## config.mk

```make
export PLATFORM = sky130hd
export DESIGN_NAME = hssi_rst_seq_csr_flat
export DESIGN_NICKNAME = d
export VERILOG_FILES = /design/src/rtl/hssi_rst_seq_csr_if.sv /design/src/rtl/hssi_rst_seq_csr.sv /design/src/flat_wrapper.sv
export SDC_FILE = /design/constraint.sdc
export NUM_CORES = 2
export LEC_CHECK = 0
export ABC_CLOCK_PERIOD_IN_PS = 20900
export CAP_MARGIN = 30
export CORE_ASPECT_RATIO = 1.1
export CORE_MARGIN = 2
export CORE_UTILIZATION = 42
export DETAILED_ROUTE_END_ITERATION = 10
export DONT_BUFFER_PORTS = 1
export SLEW_MARGIN = 20
export SYNTH_ARGS = -nofsm -noshare
export SYNTH_HDL_FRONTEND = slang
export SYNTH_SLANG_ARGS = --single-unit
```

## constraint.sdc

```tcl
create_clock -name clk -period 20.9 [get_ports clk]
set_clock_uncertainty 0.05 [all_clocks]
set_input_delay 1.045 -clock clk [delete_from_list [all_inputs] [get_ports clk]]
set_output_delay 1.045 -clock clk [all_outputs]
set_load 0.005 [all_outputs]
```

## src/rtl/hssi_rst_seq_csr_if.sv

```systemverilog
// rtl/hssi_rst_seq_csr_if.sv - decoded CSR strobe bus between the HSSI wrapper and the reset sequencer
interface hssi_rst_seq_csr_if #(
  parameter int ADDR_WIDTH = 11
);
  logic                  csr_write;
  logic [ADDR_WIDTH-1:0] csr_waddr;
  logic [63:0]           csr_wdata;
  logic                  csr_read;
  logic [ADDR_WIDTH-1:0] csr_raddr;
  logic [63:0]           csr_readdata;
  logic                  csr_readdata_valid;

  modport master (
    output csr_write, csr_waddr, csr_wdata, csr_read, csr_raddr,
    input  csr_readdata, csr_readdata_valid
  );

  modport slave (
    input  csr_write, csr_waddr, csr_wdata, csr_read, csr_raddr,
    output csr_readdata, csr_readdata_valid
  );
endinterface

```

## src/rtl/hssi_rst_seq_csr.sv

```systemverilog
// rtl/hssi_rst_seq_csr.sv - per-channel HSSI reset sequencer with its own 64-bit CSR bank
// Each channel walks IDLE -> WAIT_ACK -> WAIT_RDY -> IDLE with a shared programmable timeout.
module hssi_rst_seq_csr #(
  parameter int               NUM_CH      = 16,
  parameter int               ADDR_WIDTH  = 11,
  parameter int               TMO_W       = 20,
  parameter logic [TMO_W-1:0] TMO_DEFAULT = 20'hF_FFFF
) (
  input  logic                clk,
  input  logic                rst,
  hssi_rst_seq_csr_if.slave   csr,
  output logic [NUM_CH-1:0]   o_tx_rst,
  output logic [NUM_CH-1:0]   o_rx_rst,
  output logic [NUM_CH-1:0]   o_axis_tx_areset,
  output logic [NUM_CH-1:0]   o_axis_rx_areset,
  input  logic [NUM_CH-1:0]   i_tx_rst_ack,
  input  logic [NUM_CH-1:0]   i_rx_rst_ack,
  input  logic [NUM_CH-1:0]   i_rx_pcs_ready
);

  localparam int IW = ADDR_WIDTH - 3;
  localparam logic [IW-1:0] R_RST_REQ = IW'(0);
  localparam logic [IW-1:0] R_BUSY    = IW'(1);
  localparam logic [IW-1:0] R_DONE    = IW'(2);
  localparam logic [IW-1:0] R_TMO_ERR = IW'(3);
  localparam logic [IW-1:0] R_LIMIT   = IW'(4);
  localparam logic [IW-1:0] R_SCRATCH = IW'(5);

  typedef enum logic [1:0] {
    ST_IDLE     = 2'd0,
    ST_WAIT_ACK = 2'd1,
    ST_WAIT_RDY = 2'd2
  } ch_state_e;

  ch_state_e          state_q [NUM_CH];
  logic [TMO_W-1:0]   cnt_q   [NUM_CH];
  logic [NUM_CH-1:0]  tx_rst_q, rx_rst_q, axis_tx_q, axis_rx_q;

  logic [NUM_CH-1:0]  done_q, done_d;
  logic [NUM_CH-1:0]  tmo_q, tmo_d;
  logic [NUM_CH-1:0]  tmo_rdy_q, tmo_rdy_d;
  logic [TMO_W-1:0]   limit_q, limit_d;
  logic [63:0]        scratch_q, scratch_d;
  logic [63:0]        rd_data_q;
  logic               rd_valid_q;
  logic [63:0]        rd_word;

  logic [IW-1:0]      wr_idx, rd_idx;
  logic               wr_req, wr_done, wr_tmo, wr_limit, wr_scratch;
  logic [NUM_CH-1:0]  start, ack_exit, rdy_exit, tmo_hit, in_rdy, busy;
  logic               unused_addr_lsbs;

  assign wr_idx     = csr.csr_waddr[ADDR_WIDTH-1:3];
  assign rd_idx     = csr.csr_raddr[ADDR_WIDTH-1:3];
  assign wr_req     = csr.csr_write && (wr_idx == R_RST_REQ);
  assign wr_done    = csr.csr_write && (wr_idx == R_DONE);
  assign wr_tmo     = csr.csr_write && (wr_idx == R_TMO_ERR);
  assign wr_limit   = csr.csr_write && (wr_idx == R_LIMIT);
  assign wr_scratch = csr.csr_write && (wr_idx == R_SCRATCH);
  assign unused_addr_lsbs = ^{csr.csr_waddr[2:0], csr.csr_raddr[2:0]};

  // Exit conditions take priority over a timeout landing in the same cycle.
  always_comb begin
    start    = '0;
    ack_exit = '0;
    rdy_exit = '0;
    tmo_hit  = '0;
    in_rdy   = '0;
    busy     = '0;
    for (int c = 0; c < NUM_CH; c++) begin
      busy[c]     = (state_q[c] != ST_IDLE);
      in_rdy[c]   = (state_q[c] == ST_WAIT_RDY);
      start[c]    = wr_req && csr.csr_wdata[c] && (state_q[c] == ST_IDLE);
      ack_exit[c] = (state_q[c] == ST_WAIT_ACK) && i_tx_rst_ack[c] && i_rx_rst_ack[c];
      rdy_exit[c] = in_rdy[c] && i_rx_pcs_ready[c];
      tmo_hit[c]  = busy[c] && (limit_q != '0) && (cnt_q[c] >= limit_q)
                    && !ack_exit[c] && !rdy_exit[c];
    end
  end

  always_ff @(posedge clk or posedge rst) begin
    if (rst) begin
      for (int c = 0; c < NUM_CH; c++) begin
        state_q[c] <= ST_IDLE;
        cnt_q[c]   <= '0;
      end
      tx_rst_q  <= '0;
      rx_rst_q  <= '0;
      axis_tx_q <= '0;
      axis_rx_q <= '0;
    end else begin
      for (int c = 0; c < NUM_CH; c++) begin
        case (state_q[c])
          ST_IDLE: begin
            if (start[c]) begin
              state_q[c]   <= ST_WAIT_ACK;
              cnt_q[c]     <= '0;
              tx_rst_q[c]  <= 1'b1;
              rx_rst_q[c]  <= 1'b1;
              axis_tx_q[c] <= 1'b1;
              axis_rx_q[c] <= 1'b1;
            end
          end
          ST_WAIT_ACK, ST_WAIT_RDY: begin
            if (ack_exit[c]) begin
              state_q[c]  <= ST_WAIT_RDY;
              cnt_q[c]    <= '0;
              tx_rst_q[c] <= 1'b0;
              rx_rst_q[c] <= 1'b0;
            end else if (rdy_exit[c] || tmo_hit[c]) begin
              state_q[c]   <= ST_IDLE;
              cnt_q[c]     <= '0;
              tx_rst_q[c]  <= 1'b0;
              rx_rst_q[c]  <= 1'b0;
              axis_tx_q[c] <= 1'b0;
              axis_rx_q[c] <= 1'b0;
            end else if (cnt_q[c] != '1) begin
              cnt_q[c] <= cnt_q[c] + TMO_W'(1);
            end
          end
          default: begin
            state_q[c]   <= ST_IDLE;
            cnt_q[c]     <= '0;
            tx_rst_q[c]  <= 1'b0;
            rx_rst_q[c]  <= 1'b0;
            axis_tx_q[c] <= 1'b0;
            axis_rx_q[c] <= 1'b0;
          end
        endcase
      end
    end
  end

  // Sticky status: a hardware set in the same cycle as a W1C clear wins.
  always_comb begin
    done_d    = done_q;
    tmo_d     = tmo_q;
    tmo_rdy_d = tmo_rdy_q;
    limit_d   = limit_q;
    scratch_d = scratch_q;
    if (wr_done) done_d = done_d & ~csr.csr_wdata[NUM_CH-1:0];
    if (wr_tmo) begin
      tmo_d     = tmo_d & ~csr.csr_wdata[NUM_CH-1:0];
      tmo_rdy_d = tmo_rdy_d & ~csr.csr_wdata[32 +: NUM_CH];
    end
    if (wr_limit)   limit_d   = csr.csr_wdata[TMO_W-1:0];
    if (wr_scratch) scratch_d = csr.csr_wdata;
    done_d    = done_d | rdy_exit;
    tmo_d     = tmo_d | tmo_hit;
    tmo_rdy_d = (tmo_rdy_d & ~tmo_hit) | (tmo_hit & in_rdy);
  end

  always_comb begin
    rd_word = '0;
    case (rd_idx)
      R_BUSY:    rd_word[NUM_CH-1:0] = busy;
      R_DONE:    rd_word[NUM_CH-1:0] = done_q;
      R_TMO_ERR: begin
        rd_word[NUM_CH-1:0]  = tmo_q;
        rd_word[32 +: NUM_CH] = tmo_rdy_q;
      end
      R_LIMIT:   rd_word[TMO_W-1:0] = limit_q;
      R_SCRATCH: rd_word = scratch_q;
      default:   rd_word = '0;
    endcase
  end

  always_ff @(posedge clk or posedge rst) begin
    if (rst) begin
      done_q     <= '0;
      tmo_q      <= '0;
      tmo_rdy_q  <= '0;
      limit_q    <= TMO_DEFAULT;
      scratch_q  <= '0;
      rd_data_q  <= '0;
      rd_valid_q <= 1'b0;
    end else begin
      done_q     <= done_d;
      tmo_q      <= tmo_d;
      tmo_rdy_q  <= tmo_rdy_d;
      limit_q    <= limit_d;
      scratch_q  <= scratch_d;
      rd_valid_q <= csr.csr_read;
      rd_data_q  <= csr.csr_read ? rd_word : '0;
    end
  end

  assign csr.csr_readdata       = rd_data_q;
  assign csr.csr_readdata_valid = rd_valid_q;
  assign o_tx_rst         = tx_rst_q;
  assign o_rx_rst         = rx_rst_q;
  assign o_axis_tx_areset = axis_tx_q;
  assign o_axis_rx_areset = axis_rx_q;

endmodule
```

## src/flat_wrapper.sv

```systemverilog
// flat-port wrapper written by rule: the top's interface ports become plain ports
module hssi_rst_seq_csr_flat 
#(
  parameter int               NUM_CH      = 16,
  parameter int               ADDR_WIDTH  = 11,
  parameter int               TMO_W       = 20,
  parameter logic [TMO_W-1:0] TMO_DEFAULT = 20'hF_FFFF
)
  (clk, rst, o_tx_rst, o_rx_rst, o_axis_tx_areset, o_axis_rx_areset, i_tx_rst_ack, i_rx_rst_ack, i_rx_pcs_ready, csr_csr_write, csr_csr_waddr, csr_csr_wdata, csr_csr_read, csr_csr_raddr, csr_csr_readdata, csr_csr_readdata_valid);
  hssi_rst_seq_csr_if #(.ADDR_WIDTH(ADDR_WIDTH)) csr_i ();
  input  logic clk;
  input  logic rst;
  output logic [NUM_CH-1:0] o_tx_rst;
  output logic [NUM_CH-1:0] o_rx_rst;
  output logic [NUM_CH-1:0] o_axis_tx_areset;
  output logic [NUM_CH-1:0] o_axis_rx_areset;
  input  logic [NUM_CH-1:0] i_tx_rst_ack;
  input  logic [NUM_CH-1:0] i_rx_rst_ack;
  input  logic [NUM_CH-1:0] i_rx_pcs_ready;
  input wire logic [$bits(csr_i.csr_write)-1:0] csr_csr_write;
  input wire logic [$bits(csr_i.csr_waddr)-1:0] csr_csr_waddr;
  input wire logic [$bits(csr_i.csr_wdata)-1:0] csr_csr_wdata;
  input wire logic [$bits(csr_i.csr_read)-1:0] csr_csr_read;
  input wire logic [$bits(csr_i.csr_raddr)-1:0] csr_csr_raddr;
  output wire logic [$bits(csr_i.csr_readdata)-1:0] csr_csr_readdata;
  output wire logic [$bits(csr_i.csr_readdata_valid)-1:0] csr_csr_readdata_valid;
  assign csr_i.csr_write = csr_csr_write;
  assign csr_i.csr_waddr = csr_csr_waddr;
  assign csr_i.csr_wdata = csr_csr_wdata;
  assign csr_i.csr_read = csr_csr_read;
  assign csr_i.csr_raddr = csr_csr_raddr;
  assign csr_csr_readdata = csr_i.csr_readdata;
  assign csr_csr_readdata_valid = csr_i.csr_readdata_valid;
  hssi_rst_seq_csr #(.NUM_CH(NUM_CH), .ADDR_WIDTH(ADDR_WIDTH), .TMO_W(TMO_W), .TMO_DEFAULT(TMO_DEFAULT)) u_core (.clk(clk), .rst(rst), .csr(csr_i), .o_tx_rst(o_tx_rst), .o_rx_rst(o_rx_rst), .o_axis_tx_areset(o_axis_tx_areset), .o_axis_rx_areset(o_axis_rx_areset), .i_tx_rst_ack(i_tx_rst_ack), .i_rx_rst_ack(i_rx_rst_ack), .i_rx_pcs_ready(i_rx_pcs_ready));
endmodule
```

==> flow_summary.json <==
{
  "globalplace.congestion": 0.863,
  "postRouteAntennaNets": 0,
  "drive_gt1_share_pct": 7.82,
  "register_area_sq_mm": 0.0142,
  "antenna_found_initial": 7,
  "rows": 113,
  "final_cell_mix": "dfrtp_1, nand2_1, ha_1, o21ai_0, a21oi_1",
  "p_per_area_mw_per_mm2": 89.8,
  "postCtsHoldBufs": 0,
  "path_buf_inv": 2,
  "cts_buffer_depth": 3,
  "clk_pin_slew_ns": 0.06,
  "crit_top_cell": "buf_4",
  "fin_worst_hold_slack_ns": 0.215,
  "wl_met2_microns": 52100,
  "synth_xor_xnor_area_share_pct": 0.957,
  "final_common_cell": "dfrtp_1",
  "yosysSeqAreaShare_pct": 38.7,
  "num_io_pins": 267,
  "synth_cells": 4029,
  "ys_ff_latch": 565,
  "ctsResizeCount": 0,
  "dr.pass1.iters": 6,
  "critPathCapture": "u_core.cnt_q[113]$_DFFE_PP0P_",
  "reg2reg_to": "u_core.cnt_q[113]$_DFFE_PP0P_",
  "grtUsageTotal_pct": 25.3,
  "grt_start_max_net_pins": 130,
  "synth.distinct_cells": 91,
  "synth_fa_ha_area_share_pct": 13.7,
  "dieArea_sq_mm": 0.0895,
  "crit_required_ns": 21.36,
  "critPathCaptureType": "flip-flop",
  "core-area_sq_mm": 0.0864,
  "crit_fanout": 21,
  "post_cts_buffers": 0,
  "wl_met3_microns": 7760,
  "crit_type": "reg2reg",
  "muxShareOfSynthArea_pct": 2.89,
  "synthFlopType": "dfrtp_1",
  "cts_tree": "built",
  "syn_nets": 4567,
  "critPathSlowestCell": "nor2_1",
  "synth_compound_area_share_pct": 19.4,
  "path_depth": 10,
  "cts_max_level": 3,
  "worstReg2RegStart": "u_core.limit_q[8]$_DFFE_PP1P_",
  "synth-edff-count": 0,
  "tightestPinTransition_ns": 1.01,
  "max_freq_ghz": 0.214,
  "rrSetupSlack_ns": 16.24,
  "cpPeakStageDelay_ns": 0.73,
  "fin_tns_setup_ns": 0,
  "drt_wl_total_microns": 114000,
  "synth_top_family_by_area": "simple AND/OR/NAND/NOR gates",
  "r2r_cells": 10,
  "async_reset_ff_share_pct": 100,
  "worstPathCellList": "nor4_1 > nand3_1 > buf_4 > nor2_4 > buf_4 > or4_1 > o32ai_1 > nor2_1 > nand2_1 > o311ai_0",
  "yosysTopAreaCellShare_pct": 37.3,
  "startpoint": "u_core.limit_q[8]$_DFFE_PP1P_",
  "via_per_inst": 6.02,
  "finalMaxSlewViolations": 0,
  "grt_remaining_overflow": 0,
  "mappedNetlistArea_sq_mm": 0.0366,
  "drc_errors": 0,
  "cts_made_buffers": 68,
  "slew_headroom_pct": 32.3,
  "synth_area_leaders": "dfrtp_1, ha_1, nand2_1, o21ai_0, a21oi_1",
  "arrival_ns": 5.12,
  "top_layer_used": "met5",
  "fillCellCount": 8225,
  "path_delay_family": "simple AND/OR/NAND/NOR gates",
  "setup_violations": 0,
  "synth_area_per_cell_sq_um": 9.08,
  "final.min_clock_period_ns": 4.66,
  "hold_viol_final": 0,
  "yosysWarnings": 0,
  "synth_top_cell_by_area": "dfrtp_1",
  "grt_pass1_vias": 29900,
  "outcome": "complete, no violations",
  "multi_input_area_sq_mm": 0.0209,
  "start_util_pct": 42.4,
  "layout.nets": 4526,
  "drv_cap": 0,
  "timing.final.crit_share_pct": 22.3,
  "die_x_microns": 285,
  "io_buffers": 0,
  "route.vias.total": 31300,
  "synth_simple_gate_area_share_pct": 20.1,
  "place_hpwl_microns": 76800,
  "die_height_microns": 314,
  "start_kind": "flip-flop",
  "drt_iter0_markers": 2428,
  "wire_per_inst_microns": 21.9,
  "cts_root_buf": "clkbuf_16",
  "clkSinkCount": 565,
  "wl_met1_microns": 50900,
  "area_growth_pct": 9.84,
  "hp-class": "in2async",
  "grt_pass1_wl_microns": 178000,
  "leakagePower_uw": 0.0190,
  "ir_drop_uv": 69.4,
  "insertion_delay_ns": 0.63,
  "rsz0062_at_grt": "no"
}
-- how the worst min path moves through the flow --
| stage | to | slack [ns] | cells past startpoint |
|---|---|---|---|
| floorplan | u_core.done_q[3]$_DFF_PP0_ | 0.39 | 2 |
| global placement | u_core.csr.csr_readdata[57]$_DFF_PP0_ | 0.40 | 1 |
| detailed placement | u_core.done_q[3]$_DFF_PP0_ | 0.41 | 2 |
| CTS | u_core.csr.csr_readdata_valid$_DFF_PP0_ | 0.35 | 0 |
| global route | u_core.cnt_q[14]$_DFFE_PP0P_ | 0.23 | 1 |
| finish | u_core.state_q[1]$_DFFE_PP0P_ | 0.21 | 1 |
-- sequential cells by signal (all words and copies together), names as in the netlist, named ones only --
signal	cells
u_core.scratch_q	64
u_core.tmo_q	16
u_core.cnt_q	320
u_core.csr.csr_readdata	64
u_core.o_axis_rx_areset	10
u_core.state_q	32
u_core.o_axis_tx_areset	6
u_core.csr.csr_readdata_valid	1
u_core.done_q	16
u_core.limit_q	20
-- synthesized netlist by cell type (17+ instances only) --
cell	n
a211oi_1	19
a21o_1	55
a21oi_1	247
a22o_1	49
a22oi_1	19
a31oi_1	59
and2_1	85
and3_1	75
and4_1	30
buf_2	24
buf_4	53
clkbuf_1	92
dfrtp_1	545
dfstp_2	20
ha_1	400
inv_1	168
mux2_2	70
mux2i_1	27
nand2_1	478
nand2b_1	34
nand3_1	232
nand4_1	106
nor2_1	223
nor2b_1	17
nor3_1	68
nor4_1	20
o211ai_1	22
o21a_1	18
o21ai_0	311
o22ai_1	33
o31ai_1	72
o41ai_1	17
or3_1	46
xor2_1	27
-- final cells by class --
class,instances,share of cell area (%)
antenna,3,0.0187
clock buffer,106,5.30
clock inverter,18,0.685
inverter,168,1.59
multi-input combinational,3118,52.1
sequential,565,35.2
tap,1150,3.58
timing repair buffer,67,1.51
-- per-layer routing --
| metal | global-route usage [%] | vias up |
|---|---|---|
| li1 | - | 14800 |
| met5 | 0 | - |
| met4 | 8.02 | 2 |
| met1 | 34.4 | 15300 |
| met2 | 40.8 | 938 |
| met3 | 4.72 | 177 |
-- through the flow --
| stage | total power, uW | cells | cell area (sq um) | utilization, % | setup WS (ns) |
|---|---|---|---|---|---|
| after floorplan | 2080 | 4029 | 36600 | - | 4.04 |
| after global placement | 2320 | 5060 | 37600 | 43.5 | 16.32 |
| after detailed placement | 2340 | 5062 | 37700 | 43.6 | 16.30 |
| after CTS | 3630 | 5186 | 40100 | 46.4 | 16.28 |
| after global routing | 3820 | 5194 | 40200 | 46.5 | 16.01 |
| final | 3610 | 5195 | 40200 | 46.5 | 16.24 |
-- cell families after synthesis --
group           Yosys count
fa+ha+maj               400
flops                   565
xor+xnor                 40
buf+inv                 346
compound gates         1100
simple gates           1481
mux                      97
-- where the power goes --
| part | leakage [uW] | internal [uW] | switching [uW] |
|---|---|---|---|
| logic | 0.0101 | 332 | 724 |
| clock network | 0.00118 | 777 | 501 |
| registers | 0.00771 | 1170 | 103 |
| total | 0.0190 | 2280 | 1330 |
Power figures use the tool's default switching activity.
